### src/rtl/fetch_queue_pkg.sv
// rtl/fetch_queue_pkg.sv - shared types and constants for the IF/ID fetch queue
package fetch_queue_pkg;

  typedef enum logic {
    RUN       = 1'b0,
    SLOT_WAIT = 1'b1
  } fq_state_e;

  // Pointer update selected by the top for each cycle.
  typedef enum logic [1:0] {
    PTR_NORMAL    = 2'd0,
    PTR_CLEAR     = 2'd1,
    PTR_KEEP_NEXT = 2'd2
  } ptr_op_e;

  localparam logic [31:0] NOP_INSTR = 32'h0;

endpackage

### src/rtl/fetch_queue_ptr.sv
// rtl/fetch_queue_ptr.sv - read/write pointer and occupancy arithmetic for fetch_queue
module fetch_queue_ptr
  import fetch_queue_pkg::*;
#(
  parameter int DEPTH = 2,
  localparam int PW = $clog2(DEPTH),
  localparam int CW = $clog2(DEPTH + 1)
) (
  input  logic          clk,
  input  logic          rst,
  input  ptr_op_e       op,
  input  logic          push,
  input  logic          pop,
  output logic [PW-1:0] rd_ptr,
  output logic [PW-1:0] wr_ptr,
  output logic [CW-1:0] count
);

  // DEPTH is a power of two, so plain PW-bit addition wraps modulo DEPTH.
  always_ff @(posedge clk) begin
    if (rst) begin
      rd_ptr <= '0;
      wr_ptr <= '0;
      count  <= '0;
    end else begin
      case (op)
        PTR_CLEAR: begin
          rd_ptr <= '0;
          wr_ptr <= '0;
          count  <= '0;
        end
        PTR_KEEP_NEXT: begin
          rd_ptr <= rd_ptr + PW'(1);
          wr_ptr <= rd_ptr + PW'(2);
          count  <= CW'(1);
        end
        default: begin
          rd_ptr <= rd_ptr + PW'(pop);
          wr_ptr <= wr_ptr + PW'(push);
          count  <= count + CW'(push) - CW'(pop);
        end
      endcase
    end
  end

endmodule

### src/rtl/fetch_queue.sv
// rtl/fetch_queue.sv - DEPTH-entry IF/ID instruction queue with trap flush and branch redirect
// Optional delay-slot retention on redirect is built when DELAY_SLOT_EN is defined.
module fetch_queue
  import fetch_queue_pkg::*;
#(
  parameter int PC_W    = 30,
  parameter int INSTR_W = 32,
  parameter int DEPTH   = 2,
  localparam int PW = $clog2(DEPTH),
  localparam int CW = $clog2(DEPTH + 1)
) (
  input  logic               clk,
  input  logic               rst,
  input  logic               if_valid,
  output logic               if_ready,
  input  logic [PC_W-1:0]    if_pc,
  input  logic [INSTR_W-1:0] if_instr,
  input  logic               if_tag,
  output logic               id_valid,
  input  logic               id_ready,
  output logic [PC_W-1:0]    id_pc,
  output logic [INSTR_W-1:0] id_instr,
  output logic               id_tag,
  input  logic               redirect,
  input  logic               trap,
  output logic [CW-1:0]      count
);

  typedef struct packed {
    logic [PC_W-1:0]    pc;
    logic [INSTR_W-1:0] instr;
    logic               tag;
  } entry_t;

  entry_t        mem [DEPTH];
  logic [PW-1:0] rd_ptr;
  logic [PW-1:0] wr_ptr;
  fq_state_e     state;
  ptr_op_e       op;
  logic          push;
  logic          pop;
  logic          enter_wait;

  // Handshakes see only registered occupancy, so no input reaches an output.
  assign if_ready = (count != CW'(DEPTH));
  assign id_valid = (count != '0);
  assign push     = if_valid & if_ready;
  assign pop      = id_valid & id_ready;

  always_comb begin
    op         = PTR_NORMAL;
    enter_wait = 1'b0;
    if (trap) begin
      op = PTR_CLEAR;
    end else if (redirect && pop) begin
`ifdef DELAY_SLOT_EN
      if (count > CW'(1)) begin
        op = PTR_KEEP_NEXT;
      end else if (!push) begin
        enter_wait = 1'b1;
      end
`else
      op = PTR_CLEAR;
`endif
    end
  end

  fetch_queue_ptr #(.DEPTH(DEPTH)) u_ptr (
    .clk    (clk),
    .rst    (rst),
    .op     (op),
    .push   (push),
    .pop    (pop),
    .rd_ptr (rd_ptr),
    .wr_ptr (wr_ptr),
    .count  (count)
  );

  always_ff @(posedge clk) begin
    if (rst) begin
      state <= RUN;
    end else if (trap) begin
      state <= RUN;
    end else if (enter_wait) begin
      state <= SLOT_WAIT;
    end else if (state == SLOT_WAIT && push) begin
      state <= RUN;
    end
  end

  // A push is stored only when the pointers advance normally; flushes drop it.
  always_ff @(posedge clk) begin
    if (push && op == PTR_NORMAL) begin
      mem[wr_ptr] <= '{pc: if_pc, instr: if_instr, tag: if_tag};
    end
  end

  assign id_pc    = id_valid ? mem[rd_ptr].pc    : '0;
  assign id_instr = id_valid ? mem[rd_ptr].instr : INSTR_W'(NOP_INSTR);
  assign id_tag   = id_valid ? mem[rd_ptr].tag   : 1'b0;

endmodule

### config.mk
export PLATFORM = sky130hd
export DESIGN_NAME = fetch_queue
export DESIGN_NICKNAME = d
export VERILOG_FILES = /design/src/rtl/fetch_queue_pkg.sv /design/src/rtl/fetch_queue_ptr.sv /design/src/rtl/fetch_queue.sv
export SDC_FILE = /design/constraint.sdc
export NUM_CORES = 1
export LEC_CHECK = 0
export CORE_MARGIN = 1
export CORE_UTILIZATION = 40
export DETAILED_ROUTE_END_ITERATION = 8
export PLACE_DENSITY = 0.68
export REMOVE_ABC_BUFFERS = 1
export SLEW_MARGIN = 20
export SYNTH_ARGS = -nofsm -noshare
export SYNTH_HDL_FRONTEND = slang
export SYNTH_SLANG_ARGS = --single-unit
### constraint.sdc
create_clock -name clk -period 9.19 [get_ports clk]
set_input_delay 1.3785 -clock clk [delete_from_list [all_inputs] [get_ports clk]]
set_output_delay 1.3785 -clock clk [all_outputs]
set_load 0.02 [all_outputs]
==> impl_metrics.env <==
export IMPL_synth_compound_area_frac=0.00505
export IMPL_antenna_found_initial=0
export IMPL_ir_worst_vdd_mv=0.103
export IMPL_grt_pass1_vias=2969
export IMPL_clk_pin_slew_worst_paths_ns=0.06
export IMPL_dieWidth_um=113
export IMPL_finalSetupViolCount=0
export IMPL_wl_mm=9.36
export IMPL_avgViaCountPerCell=4.63
export IMPL_hold_viol=0
export IMPL_cts_resized=0
export IMPL_crit_fanout=36
export IMPL_port_buffers=135
export IMPL_cts_tree="yes"
export IMPL_yosysSeqAreaShare=0.779
export IMPL_syn_area_um2=4960
export IMPL_avgSynthCellArea_um2=16.7
export IMPL_rsz0062_at_grt="no"
export IMPL_critPathLaunchType="flop"
export IMPL_clockRootBuffer="clkbuf_16"
export IMPL_h_tree_depth=4
export IMPL_dieArea_um2=12800
export IMPL_synth_cell_types=21
export IMPL_diodes=0
export IMPL_dp_cells=588
export IMPL_hp_class="reg2reg"
export IMPL_layout_drive_gt1_share=0.0819
export IMPL_route_met2_wl_mm=4.64
export IMPL_cts_buffers=17
export IMPL_endpoint_kind="output port"
export IMPL_power_leakage_nw=2.31
export IMPL_fin_cells=620
export IMPL_powerDensity_nw_per_um2=217
export IMPL_dpl_hpwl_mm=5.80
export IMPL_grt_max_degree=65
export IMPL_vias=2871
export IMPL_clock_sinks=130
export IMPL_setup_tns_ns=0
export IMPL_synth_mux_area_frac=0.127
export IMPL_fmax_ghz=0.251
export IMPL_fin_skew_ns=0.00872
export IMPL_m1WireLength_mm=4.07
export IMPL_synthSimpleGateAreaFrac=0.0628
export IMPL_seq_area_um2=3870
export IMPL_grt_first_pass_wirelength_mm=14.7
export IMPL_drc=0
export IMPL_clk_insertion_delay_late_ns=0.40
export IMPL_start_util=0.411
export IMPL_multi_input_area_um2=1030
export IMPL_synth_ff_latch_count=130
export IMPL_routabilityCongestion=0.731
export IMPL_relSlewSlack=0.260
export IMPL_async_flop_share=0
export IMPL_grt_overflow_total=0
export IMPL_area_delta_synth_final_pct=43.6
export IMPL_status="finished, final reports clean"
export IMPL_drt_iter0_markers=157
export IMPL_nFillCells=985
export IMPL_critPathKind="reg2out"
export IMPL_cp_required_ns=7.81
export IMPL_synthAdderAreaFrac=0.00505
export IMPL_max_cap_viol_count=0
export IMPL_pin_count=136
export IMPL_worstPathArrival_ns=2.61
export IMPL_wl_met3_um=533
export IMPL_synth_edff_count=126
export IMPL_post_route_period_util=0.434
export IMPL_postCtsSetupRepairBufs=0
export IMPL_fp_dieH_um=113
export IMPL_worst_slew_pin_transition_ns=1.11
export IMPL_yosys_area_share_xor_xnor=0.00353
export IMPL_final_nets=510
export IMPL_drv_slew=0
export IMPL_dr_pass1_iters=4
export IMPL_clockBufferDepth=2
export IMPL_cts_hold_buf=0
export IMPL_synth_top_family_by_area="multiplexers"
export IMPL_yosysWarnings=0
export IMPL_grt_usage=0.154
export IMPL_wire_per_inst_um=15.1
export IMPL_syn_inst=296
export IMPL_rows=40
export IMPL_ant_nets=0
export IMPL_highest_layer="met4"
export IMPL_fin_crit_ns=3.99
export IMPL_synth_ff_type="edfxtp_1"
export IMPL_core_area_um2=12100
[cell usage after synthesis, drive strengths merged (2+ instances only)]
library cell  instances  area share
buf                   7      0.0071
o21ai                 2      0.0020
clkbuf                6      0.0045
nor2                 68       0.053
inv                   7      0.0053
ha                    2      0.0050
mux2i                63        0.13
xor2                  2      0.0035
edfxtp              126        0.76
dfxtp                 4       0.016
[metrics by stage]
stage,instance area (µm²),utilization,power [mW],hold WS [ns],setup slack [ns]
global placement,6500,0.539,0.862,0.528,5.17
global route,7120,0.590,1.59,0.587,5.04
detailed placement,6500,0.539,0.865,0.553,5.01
floorplan,4900,-,0.772,0.468,0.874
CTS,7120,0.590,1.56,0.557,5.16
finish,7120,0.590,1.54,0.558,5.20
[sequential cells by signal, summed over array words and instances (netlist names)]
signal and cells:
mem 126, u_ptr.count 2, u_ptr.rd_ptr 1, u_ptr.wr_ptr 1
[path summary, 6_finish.rpt]
| check | endpoint | startpoint | cells past startpoint | slack (ns) |
|---|---|---|---|---|
| max | id_pc[15] | u_ptr.count[1] | 4 | 5.20 |
| min | u_ptr.wr_ptr | u_ptr.wr_ptr | 2 | 0.56 |
| max reg2reg | mem[0][29] | u_ptr.count[0] | 4 | 6.34 |
| min reg2reg | u_ptr.wr_ptr | u_ptr.wr_ptr | 2 | 0.56 |
[final cells by class]
cell class	count	share of cell area
sequential	130	0.543
tap	168	0.0295
clock buffer	18	0.0603
timing repair buffer	137	0.192
inverter	7	0.00369
multi-input combinational	146	0.145
clock inverter	14	0.0265
[cell families after synthesis]
family,after synthesis
DFF,130
buffers and inverters,20
adders and majority gates,2
AOI/OAI and AO/OA,4
muxes,63
and+or+nand+nor,75
xor gates and xnor gates,2
[layout by cell type, fill, tap and decap left out, drive strengths merged]
cell / count
clkdlybuf4s50: 135
edfxtp: 126
nor2: 68
mux2i: 63
clkbuf: 18
inv: 7
clkinvlp: 5
clkinv: 5
bufinv: 4
dfxtp: 4
o21ai: 2
xor2: 2
ha: 2
buf: 2
nor2b: 1
nand3: 1
and4b: 1
nor4bb: 1
a311o: 1
and2: 1
nor3: 1
or3: 1
a21oi: 1
[power by group]
part           internal (mW)  total (mW)  leakage (nW)  switching [mW]
clock network          0.452       0.691         0.286           0.239
logic                 0.0828       0.167         0.833          0.0844
registers              0.674       0.684          1.19          0.0102
total                   1.21        1.54          2.31           0.333
[layer usage]
metal  vias to the layer above  global-route usage
met5                         -                   0
li1                       1377                   -
met4                         0              0.0684
met3                        10              0.0439
met1                      1381               0.187
met2                       103               0.255
[critical path, stage by stage (launching register included)]
cell             delay, ns
dfxtp_1               0.38
nor2_4                0.61
buf_4                 0.48
nor2_1                0.14
clkdlybuf4s50_1       0.56
(Power assumes the default switching activity.)
